--- src/rtl/ring_arb_pkg.sv ---
// ring_arb_pkg: shared state encoding and one-hot helpers for the ring arbiter
package ring_arb_pkg;
  localparam logic ST_IDLE = 1'b0;
  localparam logic ST_GRANT = 1'b1;
  localparam int MAXW = 64;
  function automatic logic [MAXW-1:0] rotl1(input logic [MAXW-1:0] v, input int n);
    return ((v << 1) | (v >> (n - 1))) & ~({MAXW{1'b1}} << n);
  endfunction
  function automatic int onehot_to_idx(input logic [MAXW-1:0] v);
    int idx = 0;
    for (int i = 0; i < MAXW; i++) if (v[i]) idx = i;
    return idx;
  endfunction
endpackage

--- src/rtl/ring_rr_pick.sv ---
// ring_rr_pick: first set request scanning circularly upward from the one-hot pointer
module ring_rr_pick #(
  parameter int N = 8
) (
  input  logic [N-1:0] req,
  input  logic [N-1:0] ptr,
  output logic [N-1:0] winner
);
  logic [2*N-1:0] dbl, iso;
  always_comb begin
    dbl = {req, req & ~(ptr - N'(1))};
    iso = dbl & (~dbl + (2*N)'(1));
    winner = iso[N-1:0] | iso[2*N-1:N];
  end
endmodule

--- src/rtl/ring_rr_arbiter.sv ---
// ring_rr_arbiter: round-robin arbiter with one-hot priority ring and capped tenure
module ring_rr_arbiter
  import ring_arb_pkg::*;
#(
  parameter int N = 8,
  parameter int MAX_BURST = 4,
  localparam int IW = $clog2(N),
  localparam int BW = $clog2(MAX_BURST + 1)
) (
  input  logic          clk,
  input  logic          rst_n,
  input  logic          flush,
  input  logic [N-1:0]  req,
  output logic [N-1:0]  gnt,
  output logic          gnt_valid,
  output logic [IW-1:0] owner_idx,
  output logic [BW-1:0] burst_cnt
);
  logic state, rel;
  logic [N-1:0] ptr, ptr_nxt, win;
  always_comb begin
    rel = state == ST_GRANT && (~|(req & gnt) || burst_cnt == BW'(MAX_BURST));
    ptr_nxt = rel ? N'(rotl1(MAXW'(gnt), N)) : ptr;
  end
  ring_rr_pick #(.N(N)) u_pick (.req(req), .ptr(ptr_nxt), .winner(win));
  always_ff @(posedge clk) begin
    if (!rst_n || flush) begin
      state <= ST_IDLE;
      ptr <= N'(1);
      gnt <= '0;
      gnt_valid <= 1'b0;
      owner_idx <= '0;
      burst_cnt <= '0;
    end else if (state == ST_IDLE || rel) begin
      ptr <= ptr_nxt;
      state <= |req ? ST_GRANT : ST_IDLE;
      gnt <= win;
      gnt_valid <= |req;
      owner_idx <= IW'(onehot_to_idx(MAXW'(win)));
      burst_cnt <= |req ? BW'(1) : '0;
    end else begin
      burst_cnt <= burst_cnt + BW'(1);
    end
  end
endmodule

--- config.mk ---
export PLATFORM = sky130hd
export DESIGN_NAME = ring_rr_arbiter
export DESIGN_NICKNAME = d
export VERILOG_FILES = /design/src/rtl/ring_arb_pkg.sv /design/src/rtl/ring_rr_pick.sv /design/src/rtl/ring_rr_arbiter.sv
export SDC_FILE = /design/constraint.sdc
export NUM_CORES = 1
export LEC_CHECK = 0
export BUFFER_PORTS_ARGS = -buffer_cell sky130_fd_sc_hd__clkbuf_2
export CORE_UTILIZATION = 61
export DETAILED_ROUTE_END_ITERATION = 7
export PLACE_DENSITY = 0.95
export SLEW_MARGIN = 20
export SYNTH_ARGS = -nofsm -noshare
export SYNTH_HDL_FRONTEND = slang
export SYNTH_SLANG_ARGS = --single-unit
--- constraint.sdc ---
create_clock -name clk -period 6.6 [get_ports clk]
set_input_delay 0.33 -clock clk [delete_from_list [all_inputs] [get_ports clk]]
set_output_delay 0.33 -clock clk [all_outputs]
set_load 0.1 [all_outputs]
# After elaboration in Yosys (flattened, before gate mapping)
# Index checks and enable logic that the tools add are counted.
# op_classes
add_sub_neg,3
eq_ne,1
mux,11
bitwise,8
reduce_logical,8
# ops
cell,n
$mux 3,7
$add 16x1->16 const B,1
$and 16x16->16,1
$and 8x8->8,2
$not 16->16,1
$reduce_or 8->1,2
$mux 8,1
$not 8->8,1
$or 8x1->8,1
$or 8x8->8,1
$sub 8x1->8 const B,1
$add 3x1->3 const B,1
$eq 3x3->1 const B,1
$logic_or 1x1->1,3
$mux 1,3
$logic_not 1->1,2
$logic_and 1x1->1,1
$not 1->1,1
# totals
register_bits,24
in_bits,11
out_inout_bits,15
elab_cells,37

# Depth between registers and ports, before layout
# depth
word_depth,20
depth_mapped,16
depth_no_buf,15

# Hierarchy
# From an unflattened synthesis, not the netlist that was laid out.
# hier_totals
hier_cells,180
area_unflattened_um2,1432.6
# modules_own_cells
module,n_inst,cells_each,area_each_um2
ring_rr_arbiter,1,124,1048.5
ring_rr_pick,1,56,384.1

# Worst setup path before layout
# Ideal clock, no wire load.
# synth_path
path_type,register to register
startpoint,register burst_cnt[0]
endpoint,register owner_idx[1]
setup_time_ps,120
t_arrival_ps,4153
t_required_ps,6480
slack_ps,2327
path_stages_with_launch,17
n_path_buf,1
synth_period_minus_slack_ps,4273
cell_sequence,dfxtp_1 inv_1 ha_1 nand2_1 o41ai_4 nand2_1 buf_4 mux2i_1 ha_1 nor3b_1 and3_1 mux2i_1 a211oi_1 o211a_1 a21bo_1 and2_0 o31a_1
# synth_via
elab_chain_cells,17
word_cells_on_any_way,18
cone_classes,2 x add/sub; 1 x eq/ne; 7 x mux; 5 x bitwise; 3 x reduce/logical
# synth_rtl
element,line_no,source
from (decl),ring_rr_arbiter.sv:17,output logic [BW-1:0] burst_cnt
from (signal assigned),ring_rr_arbiter.sv:40,burst_cnt <= |req ? BW'(1) : '0;
from (signal assigned),ring_rr_arbiter.sv:42,burst_cnt <= burst_cnt + BW'(1);
$eq 3x3->1 (*),ring_rr_arbiter.sv:22,rel = state == ST_GRANT && (~|(req & gnt) || burst_cnt == BW'(MAX_BURST));
$logic_or 1x1->1 (*),ring_rr_arbiter.sv:22,
$logic_and 1x1->1 (*),ring_rr_arbiter.sv:22,
$mux 8,ring_rr_arbiter.sv:23,"ptr_nxt = rel ? N'(rotl1(MAXW'(gnt), N)) : ptr;"
$sub 8x1->8,ring_rr_pick.sv:11,"dbl = {req, req & ~(ptr - N'(1))};"
$not 8->8,ring_rr_pick.sv:11,
$and 8x8->8,ring_rr_pick.sv:11,
$not 16->16,ring_rr_pick.sv:12,iso = dbl & (~dbl + (2*N)'(1));
$add 16x1->16,ring_rr_pick.sv:12,
$and 16x16->16,ring_rr_pick.sv:12,
$or 8x8->8,ring_rr_pick.sv:13,winner = iso[N-1:0] | iso[2*N-1:N];
$mux 3 (6 in a row),ring_arb_pkg.sv:11,for (int i = 0; i < MAXW; i++) if (v[i]) idx = i;
to (signal assigned),ring_rr_arbiter.sv:39,owner_idx <= IW'(onehot_to_idx(MAXW'(win)));
to (decl),ring_rr_arbiter.sv:16,"output logic [IW-1:0] owner_idx,"
# Mark *: on every way between the ends. The rest lies on a longest branch, timed or not.
# A chain may end at the register's enable or synchronous reset.

# Worst setup path in the final report
# layout_path
startpoint,register gnt[1]
endpoint,register owner_idx[1]
# layout_via
elab_chain_cells,19
word_cells_on_any_way,21
cone_classes,2 x add/sub; 7 x mux; 7 x bitwise; 5 x reduce/logical
# layout_rtl
element,line_no,source
from (decl),ring_rr_arbiter.sv:14,"output logic [N-1:0] gnt,"
from (signal assigned),ring_rr_arbiter.sv:37,gnt <= win;
$and 8x8->8,ring_rr_arbiter.sv:22,
$reduce_or 8->1,ring_rr_arbiter.sv:22,
$logic_not 1->1,ring_rr_arbiter.sv:22,
$logic_or 1x1->1,ring_rr_arbiter.sv:22,
$logic_and 1x1->1,ring_rr_arbiter.sv:22,
$mux 8,ring_rr_arbiter.sv:23,
$sub 8x1->8,ring_rr_pick.sv:11,
$not 8->8,ring_rr_pick.sv:11,
$and 8x8->8,ring_rr_pick.sv:11,
$not 16->16,ring_rr_pick.sv:12,
$add 16x1->16,ring_rr_pick.sv:12,
$and 16x16->16,ring_rr_pick.sv:12,
$or 8x8->8,ring_rr_pick.sv:13,
$mux 3 (6 in a row),ring_arb_pkg.sv:11,
# Several ways; a longest one is shown, not always the timed one.

==> key figures <==
Clocking
  • Clock transition at the registers of the reported paths: approximately 0.14 ns
  • Number of clock buffers inserted by TritonCTS: 3
  • Number of buffers added for setup after CTS: 0
  • Clock latency on the worst-skew pair: roughly 0.33 ns
  • Cts hold-fix bufs: 0
  • H-tree levels: 1
  • Clk Tree Root Cell: clkbuf_4
  • Sinks on Clock Net: 23
  • Longest Clk Path Bufs: 2
  • CTS tree: built
  • Number of gates resized after CTS: 0

Timing
  • Number of failing setup endpoints in the final timing report: 0
  • Fmax: between 0.2 and 0.25 GHz
  • Post-route clock period utilization: 0.7080
  • Setup tns final: 0 ns
  • Number of endpoints with negative hold slack in the final report: 0
  • Final worst path period need: 4.673 ns
  • Worst clock skew: 0.002730 ns
  • Unrepaired setup endpoints after global routing: no
  • Tightest hold margin: 0.3132 ns
  • Slew Viols, Final: 0
  • Slew at the pin with the worst max-slew slack: approximately 0.89 ns
  • Final worst slack: 1.927 ns
  • Worst rel slew slack: 0.4033

Hold path
  • Class of the worst hold path: primary input to register

Placement
  • Cell Count Post-Placement: 253
  • Final estimated routing congestion in global placement: 0.9705
  • Worst slack at placement: 1.892 ns
  • I/O Buffers: 25
  • Area after DPL: 1793 um2
  • HPWL Detailed: 3254 um

Power and ir drop
  • Worst VDD drop: 0.2025 mV
  • Overall power: 0.3175 mW
  • Leak: between 0.7 and 0.8 nW
  • Pwr per Cell Area: 174.2 nW/um2

Final layout
  • Final instance area: 1823 um2
  • Register area: between 400 and 500 um2
  • Area of combinational cells with multiple inputs: around 1100 um2
  • Most used cells in the layout excluding fill and tap cells: 26 x nand2_1, 25 x clkbuf_2, 23 x dfxtp_1
  • Area growth from synthesis to layout: 7.448%
  • Utilization after layout: 0.7163
  • Most frequent standard cell in the layout excluding fill and tap cells: nand2_1
  • Number of filler instances in the final layout: roughly 210
  • Nets@finish: 242
  • Final cell count without fillers: 257
  • Share of cells above drive strength 1: 0.2026
  • Number of antenna repair diodes: 0

GRT
  • Overflow after GRT: 0
  • Pin count of the biggest net entering global routing: 20
  • All-Layer GR Usage: 0.3368
  • Antenna violations before repair: 0
  • Number of global-route vias before repair: 1,531
  • Wire length of the first global-routing pass: 7100 um

Floorplanning
  • Full die area: between 2000 and 3000 um2
  • Horiz. Die Dim: between 50 and 60 um
  • I/O pin total: 26
  • Chip Height: 54.74 um
  • Row Count: 18
  • Effective utilization at floorplan: 0.6667
  • Area inside the core boundary: 2545 um2

Routing
  • Count of routing violations after the opening detailed-route iteration: 93
  • DRC violation count after routing: 0
  • Remaining antenna violation count: 0
  • Vias after detailed routing: 1,710
  • Wirelength per Cell: 16.68 um
  • Routed WL: 4286 um
  • Via density per instance: ~6.7
  • First-pass iteration count of the detailed router: 4

Setup path
  • Worst path required time: 6.84 ns
  • Critical path type: register to register
  • Crit path capture type: register
  • Kind of launch point of the worst setup path: register
  • Maximum net fanout on the critical path: 15
  • Arrival time worst endpoint: 4.91 ns

Yosys
  • Number of unique standard cell types used by synthesis: 55
  • Primary flip-flop cell chosen by synthesis mapping: dfxtp_1
  • Mean instance size in the synthesized netlist: 8.118 um2
  • Count of flip-flops with a built-in enable after synthesis: 0
  • Synth Instances: ~210
  • Sequential-to-total area share from yosys stat: 0.2714
  • Summed instance area of the synthesized netlist: 1697 um2
  • Nets in the synthesized netlist: 223
  • Post-synthesis sequential element count: 23
  • Number of warnings issued by yosys: 0
  • Post-synth ARST share: 0

Status
  • Status: completed

Flow run
  • Number of max-cap violations: 0
[final cells by class]
class | instances | share of cell area
Clock buffer | 3 | 0.01235
Timing Repair Buffer | 25 | 0.06863
Clock inverter | 1 | 0.004118
Sequential cell | 23 | 0.2526
Tap cell | 30 | 0.02059
Inverter | 8 | 0.01647
Multi-Input combinational cell | 167 | 0.6253
[state kept, by name, indices dropped and copies added, names as in the netlist]
name       count
burst_cnt      3
owner_idx      3
gnt_valid      1
gnt            8
ptr            8
[report_power, final]
part / total, mW / internal (mW) / switching [mW] / leakage, nW
logic: 0.0983 / 0.0320 / 0.0663 / 0.560
registers: 0.148 / 0.142 / 0.00557 / 0.186
clock network: 0.0715 / 0.0233 / 0.0482 / 0.0139
[path summary, 6_finish.rpt]
check / from / to / slack [ns] / depth (start not counted)
max: gnt[1] / owner_idx[1] / 1.93 / 13
min: flush / ptr[0] / 0.31 / 3
min reg2reg: ptr[7] / ptr[7] / 0.49 / 2
max reg2reg: gnt[1] / owner_idx[1] / 1.93 / 13
[synthesized netlist by cell type (2+ instances only)]
master	instances	area share
nor3b_1	3	0.013
a21oi_1	16	0.047
o31ai_1	3	0.013
ha_1	3	0.022
nand2_1	26	0.058
a31o_2	3	0.015
xnor2_1	6	0.031
a22o_4	2	0.021
or4_1	2	0.0088
nand2b_1	6	0.022
mux2i_1	7	0.041
o211a_1	2	0.012
o21a_1	2	0.0088
dfxtp_1	23	0.27
buf_6	2	0.013
o21ai_0	4	0.012
or3_1	5	0.018
nor3_2	2	0.012
a31oi_4	2	0.025
and3_1	4	0.015
nand3_1	12	0.035
nor3_1	5	0.015
a41oi_1	2	0.010
clkbuf_1	5	0.011
nor2b_1	3	0.011
inv_1	8	0.018
nor2_1	14	0.031
nand4_1	4	0.015
a21boi_0	2	0.0088
a211oi_1	3	0.013
buf_4	2	0.0088
and2_1	2	0.0074
buf_2	2	0.0059
[routing by layer]
| layer | vias up | track usage | routed length (um) | part of all wire |
|---|---|---|---|---|
| met1 | 793 | 0.4229 | 1824 | 0.43 |
| li1 | 809 | - | - | - |
| met5 | - | 0 | 0 | 0 |
| met2 | 89 | 0.5301 | 1972 | 0.46 |
| met3 | 19 | 0.07500 | 340 | 0.079 |
| met4 | 0 | 0.1752 | 148 | 0.035 |
[logic make-up after synthesis]
| group | Yosys count | share of synthesized area |
|---|---|---|
| adders and majority gates | 3 | 0.02213 |
| DFF | 23 | 0.2714 |
| muxes | 8 | 0.04794 |
| AOI/OAI and AO/OA | 54 | 0.2677 |
| xor gates and xnor gates | 6 | 0.03097 |
| and+or+nand+nor | 96 | 0.3031 |
| buffers and inverters | 19 | 0.05678 |
[critical path: stages (launching register included)]
cell and delay [ns]:
dfxtp_1 0.41, a22o_4 0.27, o41ai_4 0.78, nand2_1 0.54
mux2i_1 0.43, ha_1 0.31, nor3b_1 0.33, and3_1 0.22
mux2i_1 0.22, a211oi_1 0.10, o211a_1 0.33, a21bo_1 0.22
and2_0 0.16, o31a_1 0.26
Power figures use the tool's default switching activity.
